### config.mk
export PLATFORM = sky130hd
export DESIGN_NAME = imem_loader
export DESIGN_NICKNAME = d
export VERILOG_FILES = /design/src/rtl/imem_loader_pkg.sv /design/src/rtl/imem_ram.sv /design/src/rtl/imem_loader.sv
export SDC_FILE = /design/constraint.sdc
export NUM_CORES = 2
export LEC_CHECK = 0
export CAP_MARGIN = 40
export CORE_ASPECT_RATIO = 0.9
export CORE_MARGIN = 4
export CORE_UTILIZATION = 29
export DETAILED_ROUTE_END_ITERATION = 12
export GPL_ROUTABILITY_DRIVEN = 0
export PLACE_DENSITY = 0.44
export SLEW_MARGIN = 5
export SYNTH_ARGS = -nofsm -noshare
export SYNTH_HDL_FRONTEND = slang
export SYNTH_HIERARCHICAL = 1
export SYNTH_SLANG_ARGS = --single-unit
### constraint.sdc
create_clock -name i_clock -period 5.9 [get_ports i_clock]
set_clock_uncertainty 0.05 [all_clocks]
set_input_delay 1.18 -clock i_clock [delete_from_list [all_inputs] [get_ports i_clock]]
set_output_delay 1.18 -clock i_clock [all_outputs]
set_load 0.01 [all_outputs]
### src/rtl/imem_loader_pkg.sv
// -----------------------------------------------------------------------------
// imem_loader_pkg
// Shared definitions for the instruction-memory loader: default geometry,
// the halt opcode and the loader FSM state encoding.
// -----------------------------------------------------------------------------
package imem_loader_pkg;

    localparam int unsigned DEF_DATA_WIDTH  = 32;
    localparam int unsigned DEF_DEPTH       = 64;
    localparam logic [5:0]  DEF_HALT_OPCODE = 6'b111111;

    typedef enum logic [1:0] {
        StIdle   = 2'd0,
        StLoad   = 2'd1,
        StRun    = 2'd2,
        StHalted = 2'd3
    } state_e;

    // True when the top six bits of a word match the given halt opcode.
    function automatic logic is_halt_opcode(input logic [5:0] opcode,
                                            input logic [5:0] halt_opcode);
        return opcode == halt_opcode;
    endfunction

endpackage

### src/rtl/imem_ram.sv
// -----------------------------------------------------------------------------
// imem_ram
// Instruction storage: one synchronous write port, one registered read port.
// No reset on the array or on the read register.
//
// Ports:
//   i_clock  - clock, rising edge
//   i_we     - write enable
//   i_waddr  - write word index
//   i_wdata  - write data
//   i_re     - read enable; o_rdata holds when low
//   i_raddr  - read word index
//   o_rdata  - registered read data
// -----------------------------------------------------------------------------
module imem_ram #(
    parameter int unsigned DATA_WIDTH = 32,
    parameter int unsigned DEPTH      = 64,
    parameter int unsigned ADDR_WIDTH = $clog2(DEPTH)
) (
    input  logic                  i_clock,
    input  logic                  i_we,
    input  logic [ADDR_WIDTH-1:0] i_waddr,
    input  logic [DATA_WIDTH-1:0] i_wdata,
    input  logic                  i_re,
    input  logic [ADDR_WIDTH-1:0] i_raddr,
    output logic [DATA_WIDTH-1:0] o_rdata
);

    logic [DATA_WIDTH-1:0] r_mem [DEPTH];
    logic [DATA_WIDTH-1:0] r_rdata;

    always_ff @(posedge i_clock) begin
        if (i_we) begin
            r_mem[i_waddr] <= i_wdata;
        end
        if (i_re) begin
            r_rdata <= r_mem[i_raddr];
        end
    end

    assign o_rdata = r_rdata;

endmodule

### src/rtl/imem_loader.sv
// -----------------------------------------------------------------------------
// imem_loader
// Loads a program byte stream (MSB-first per word) into instruction memory,
// then serves registered fetches until a halt opcode is fetched.
//
// Ports:
//   i_clock       - clock, rising edge
//   i_reset       - synchronous active-high reset
//   i_load_start  - begin/restart program load (any state)
//   i_load_valid  - i_load_byte valid
//   i_load_byte   - program byte
//   o_load_ready  - byte accepted when valid and ready (LOAD only)
//   i_fetch_en    - fetch request at i_pc (RUN only)
//   i_pc          - byte address, bits [1:0] ignored
//   o_instruccion - fetched word (zero for indices beyond the program)
//   o_instr_valid - o_instruccion valid this cycle
//   o_halt        - halt opcode fetched, sticky
//   o_loading     - FSM in LOAD
//   o_word_count  - words written in current program
//   o_full        - o_word_count == DEPTH
// -----------------------------------------------------------------------------
module imem_loader
    import imem_loader_pkg::*;
#(
    parameter int unsigned DATA_WIDTH  = DEF_DATA_WIDTH,
    parameter int unsigned DEPTH       = DEF_DEPTH,
    parameter int unsigned ADDR_WIDTH  = $clog2(DEPTH),
    parameter logic [5:0]  HALT_OPCODE = DEF_HALT_OPCODE
) (
    input  logic                  i_clock,
    input  logic                  i_reset,
    input  logic                  i_load_start,
    input  logic                  i_load_valid,
    input  logic [7:0]            i_load_byte,
    output logic                  o_load_ready,
    input  logic                  i_fetch_en,
    input  logic [DATA_WIDTH-1:0] i_pc,
    output logic [DATA_WIDTH-1:0] o_instruccion,
    output logic                  o_instr_valid,
    output logic                  o_halt,
    output logic                  o_loading,
    output logic [ADDR_WIDTH:0]   o_word_count,
    output logic                  o_full
);

    localparam int unsigned BYTES  = DATA_WIDTH / 8;
    localparam int unsigned BCNT_W = (BYTES > 1) ? $clog2(BYTES) : 1;
    localparam int unsigned IDX_W  = DATA_WIDTH - 2;
    localparam logic [ADDR_WIDTH:0] FULL_COUNT = (ADDR_WIDTH + 1)'(DEPTH);

    state_e                r_state, w_state_next;
    logic [ADDR_WIDTH-1:0] r_wr_ptr, w_wr_ptr_next;
    logic [BCNT_W-1:0]     r_byte_cnt, w_byte_cnt_next;
    logic [DATA_WIDTH-1:0] r_asm, w_asm_next;
    logic [ADDR_WIDTH:0]   r_word_count, w_word_count_next;
    logic                  r_halt, w_halt_next;
    logic                  r_instr_valid, w_instr_valid_next;
    // Forces o_instruccion to zero (reset value and out-of-program NOP) without
    // needing a reset or clear on the RAM read register.
    logic                  r_nop, w_nop_next;

    logic [DATA_WIDTH-1:0] w_asm_shift;
    logic [ADDR_WIDTH:0]   w_count_inc;
    logic                  w_byte_last;
    logic                  w_halt_now;
    logic                  w_in_range;
    logic [IDX_W-1:0]      w_word_idx;
    logic [DATA_WIDTH-1:0] w_instr;
    logic [DATA_WIDTH-1:0] w_rdata;
    logic                  w_ram_we;
    logic                  w_ram_re;
    logic                  w_pc_unused;

    assign w_pc_unused = ^i_pc[1:0];
    assign w_word_idx  = i_pc[DATA_WIDTH-1:2];
    assign w_instr     = r_nop ? '0 : w_rdata;

    imem_ram #(
        .DATA_WIDTH (DATA_WIDTH),
        .DEPTH      (DEPTH),
        .ADDR_WIDTH (ADDR_WIDTH)
    ) u_ram (
        .i_clock (i_clock),
        .i_we    (w_ram_we),
        .i_waddr (r_wr_ptr),
        .i_wdata (w_asm_shift),
        .i_re    (w_ram_re),
        .i_raddr (i_pc[ADDR_WIDTH+1:2]),
        .o_rdata (w_rdata)
    );

    always_ff @(posedge i_clock) begin
        if (i_reset) begin
            r_state       <= StIdle;
            r_wr_ptr      <= '0;
            r_byte_cnt    <= '0;
            r_asm         <= '0;
            r_word_count  <= '0;
            r_halt        <= 1'b0;
            r_instr_valid <= 1'b0;
            r_nop         <= 1'b1;
        end else begin
            r_state       <= w_state_next;
            r_wr_ptr      <= w_wr_ptr_next;
            r_byte_cnt    <= w_byte_cnt_next;
            r_asm         <= w_asm_next;
            r_word_count  <= w_word_count_next;
            r_halt        <= w_halt_next;
            r_instr_valid <= w_instr_valid_next;
            r_nop         <= w_nop_next;
        end
    end

    always_comb begin
        w_state_next       = r_state;
        w_wr_ptr_next      = r_wr_ptr;
        w_byte_cnt_next    = r_byte_cnt;
        w_asm_next         = r_asm;
        w_word_count_next  = r_word_count;
        w_halt_next        = r_halt;
        w_instr_valid_next = 1'b0;
        w_nop_next         = r_nop;
        w_ram_we           = 1'b0;
        w_ram_re           = 1'b0;

        w_asm_shift        = r_asm << 8;
        w_asm_shift[7:0]   = i_load_byte;
        w_count_inc        = r_word_count + (ADDR_WIDTH + 1)'(1);
        w_byte_last        = (r_byte_cnt == BCNT_W'(BYTES - 1));
        w_in_range         = (w_word_idx < IDX_W'(r_word_count));
        // Halt is seen the cycle the fetched word is presented, before HALTED.
        w_halt_now         = (r_state == StRun) && r_instr_valid &&
                             is_halt_opcode(w_instr[DATA_WIDTH-1:DATA_WIDTH-6], HALT_OPCODE);

        if (i_load_start) begin
            w_state_next      = StLoad;
            w_wr_ptr_next     = '0;
            w_byte_cnt_next   = '0;
            w_asm_next        = '0;
            w_word_count_next = '0;
            w_halt_next       = 1'b0;
        end else begin
            case (r_state)
                StLoad: begin
                    if (i_load_valid) begin
                        w_asm_next = w_asm_shift;
                        if (w_byte_last) begin
                            w_ram_we          = 1'b1;
                            w_wr_ptr_next     = r_wr_ptr + ADDR_WIDTH'(1);
                            w_word_count_next = w_count_inc;
                            w_byte_cnt_next   = '0;
                            if (is_halt_opcode(w_asm_shift[DATA_WIDTH-1:DATA_WIDTH-6],
                                               HALT_OPCODE) ||
                                (w_count_inc == FULL_COUNT)) begin
                                w_state_next = StRun;
                            end
                        end else begin
                            w_byte_cnt_next = r_byte_cnt + BCNT_W'(1);
                        end
                    end
                end
                StRun: begin
                    if (w_halt_now) begin
                        // Drop any fetch so the halt word stays on o_instruccion.
                        w_state_next = StHalted;
                        w_halt_next  = 1'b1;
                    end else if (i_fetch_en) begin
                        w_instr_valid_next = 1'b1;
                        if (w_in_range) begin
                            w_ram_re   = 1'b1;
                            w_nop_next = 1'b0;
                        end else begin
                            w_nop_next = 1'b1;
                        end
                    end
                end
                default: begin
                end
            endcase
        end
    end

    assign o_load_ready  = (r_state == StLoad);
    assign o_loading     = (r_state == StLoad);
    assign o_instruccion = w_instr;
    assign o_instr_valid = r_instr_valid;
    assign o_halt        = r_halt | w_halt_now;
    assign o_word_count  = r_word_count;
    assign o_full        = (r_word_count == FULL_COUNT);

endmodule
==> summary.md <==
| Metric | Value |
|---|---|
| Setup Buffers After CTS | `0` |
| Syn Nets | `3660` |
| Top cell type's share of synthesized area | `77.0%` |
| Rows | `183` |
| Vias | `38731` |
| Slew @ Worst Pin | `0.974 ns` |
| Fin crit share | `75.7%` |
| Setup WS post-layout | `1.43 ns` |
| Ys Warns | `6` |
| Post-Route WL | `236000 um` |
| Die area | `288000 sq um` |
| Number of global-route vias before repair | `39706` |
| Slew margin rel. | `35.1%` |
| Crit path required time | `4.67 ns` |
| Dpl ws | `0.887 ns` |
| Synth top area cells | `edfxtp_1, mux4_2, mux2i_1` |
| Hpwl dp | `137000 um` |
| Root Driver | `clkbuf_16` |
| Critical path's top delay family | `simple AND/OR/NAND/NOR gates` |
| Most numerous cell in the Yosys netlist | `edfxtp_1` |
| Crit path largest cell delay | `0.62 ns` |
| Die width | `565 um` |
| HP Class | `register to register` |
| Max-cap violations | `0` |
| Routed Antenna Nets | `0` |
| Vias/cell | `4.94` |
| # IOs | `89` |
| Pwr Density | `322 nW/um^2` |
| Crit Path Category | `register to primary output` |
| Worst Path Arrival | `3.24 ns` |
| Setup TNS | `0 ns` |
| Starting density of the core | `29.2%` |
| Maximum buffer depth of the clock tree | `4` |
| Core box area | `277000 sq um` |
| Final worst path period need | `4.47 ns` |
| Total global routing track utilization | `16.1%` |
| Total gr overflow | `0` |
| Yosys reg bits | `2124` |
| Distinct cell type count after synthesis | `57` |
| Async set-reset flop share out of synthesis | `0%` |
| Layout cells sized above 1 | `28.8%` |
| Slew Viols, Final | `0` |
| Skew-Pair Late Insertion Delay | `0.88 ns` |
| Commonest cells in the netlist | `edfxtp_1, mux4_2, nor2_1` |
| Largest net degree at the start of global routing | `78` |
| Inserted Clock Buffers | `224` |
| Mapped Cells | `3605` |
| Final hold vios | `0` |
| CP Capture Type | `primary output` |
| Most common flop cell mapped by yosys | `edfxtp_1` |
| Initial antenna violation count | `11` |
| RSZ-0062 raised after global routing | `no` |
| Tot Pwr | `30.7 mW` |
| Slowest stage cell, crit path | `nand4_1` |
| Reg clk slew, reported paths | `0.06 ns` |
| Clock sink count | `2124` |
| Area Growth Syn to Fin | `17.3%` |
| Synthesized area | `81100 sq um` |
| IO buf count | `86` |
| Syn_area_per_cell | `22.5 sq um` |
| Peak Freq | `224 MHz` |
| Seq/Total Area, Yosys | `78.1%` |
| CP startpoint kind | `register` |
| Hold-fix buffers at CTS | `0` |
| TritonCTS clock tree | `built` |
| Post-CTS sizing | `0` |
| Leading area contributor after synthesis | `edfxtp_1` |
| Htree depth | `4` |
| Worst-path fanout max | `3` |
| Final hold slack | `0.394 ns` |
| Setup violators final | `0` |
| Max IR drop VDD | `230 uV` |
| DRT iter0 DRCs | `3836` |
| First-pass GRT wire length | `325000 um` |
| Die height | `510 um` |
| Drt wl/cell | `30.1 um` |
| Leak pwr | `27.6 nW` |
| First drt pass iteration count | `5` |
| Crit path buffers/inverters | `1` |
| Outcome | `finished clean` |
| Fin nets | `4015` |
| Post-synth EDFFs | `2080` |
| DRC violations left | `0` |
| CP cell instances | `nand4_1, nor4_2, or2_2, clkdlybuf4s50_1` |
## per-layer routing
layer  global-route usage [%]  vias to the layer above  wire length, um
met3                     3.22                      282            14400
met2                     26.0                     1064           112000
met1                     22.5                    21373           103000
li1                         -                    16012                -
met5                        0                        -                0
met4                     3.85                        0             5900
## layout make-up
type,instances,area [sq um]
fill,25763,182000
sequential,2124,63400
multi-input combinational,1274,17200
clock buffer,289,5940
tap,3700,4630
timing repair buffer,326,3130
clock inverter,111,749
inverter,10,37.5
antenna,9,22.5
## worst min-delay path, cell delays in order, from the launching register on
cell and delay (ns):
dfxtp_2 0.31, nand2_1 0.05, a21oi_1 0.05
## cells in the final DEF, fill, tap and decap left out, types with 7 or more instances in the layout
| cell type | netlist | final |
|---|---|---|
| clkdlybuf4s50_1 | 0 | 73 |
| buf_2 | 62 | 9 |
| nand2_1 | 86 | 86 |
| buf_12 | 0 | 33 |
| a22oi_1 | 12 | 12 |
| nor2b_1 | 47 | 46 |
| clkinv_1 | 0 | 52 |
| xnor2_1 | 7 | 7 |
| nor2_4 | 0 | 63 |
| diode_2 | 0 | 9 |
| mux2i_1 | 93 | 93 |
| o22ai_1 | 84 | 84 |
| nand2b_1 | 8 | 7 |
| ha_1 | 10 | 10 |
| edfxtp_1 | 2080 | 2080 |
| bufinv_16 | 0 | 9 |
| inv_1 | 10 | 10 |
| nor3_1 | 13 | 11 |
| a21oi_1 | 90 | 90 |
| a311oi_1 | 8 | 8 |
| clkbuf_1 | 79 | 59 |
| nand4_1 | 13 | 13 |
| o221ai_1 | 27 | 27 |
| inv_6 | 0 | 7 |
| dfxtp_1 | 44 | 19 |
| nand3_1 | 9 | 9 |
| mux4_2 | 544 | 544 |
| nor2_1 | 156 | 93 |
| clkbuf_16 | 0 | 227 |
| dfxtp_2 | 0 | 24 |
| buf_4 | 29 | 202 |
| clkinv_2 | 0 | 39 |
## state kept, by name, summed over array words and instances, names as in the netlist
name,cells
u_ram/r_mem,2048
u_ram/o_rdata,32
r_asm,24
o_word_count,7
r_wr_ptr,6
r_byte_cnt,2
r_state,2
o_instr_valid,1
r_halt,1
r_nop,1
## logic make-up after synthesis
logic type / synth area share (%)
flops: 78.1
mux: 16.3
simple gates: 2.17
compound gates: 1.92
buf+inv: 1.24
xor+xnor: 0.119
fa+ha+maj: 0.154
## report_power, final
part | internal, mW | leakage, nW | switching, mW
combinational | 0.385 | 6.22 | 0.648
sequential | 16.4 | 18.1 | 0.0103
clock | 7.44 | 3.28 | 5.78
## worst paths after layout
| kind | from | to | slack (ns) | cells past startpoint |
|---|---|---|---|---|
| min reg2reg | r_asm[3] | r_asm[11] | 0.39 | 2 |
| max reg2reg | r_state[0] | u_ram/r_mem[18][18] | 2.22 | 7 |
| max | o_instr_valid | o_halt | 1.43 | 4 |
| min | r_asm[3] | r_asm[11] | 0.39 | 2 |
## per-stage QoR
stage	cell area, sq um	cells	utilization (%)
floorplan	81100	3605	-
global placement	88200	7421	31.8
detailed placement	88400	7434	31.9
CTS	95100	7834	34.3
global route	95100	7834	34.3
finish	95100	7843	34.3
(Power assumes the default switching activity.)
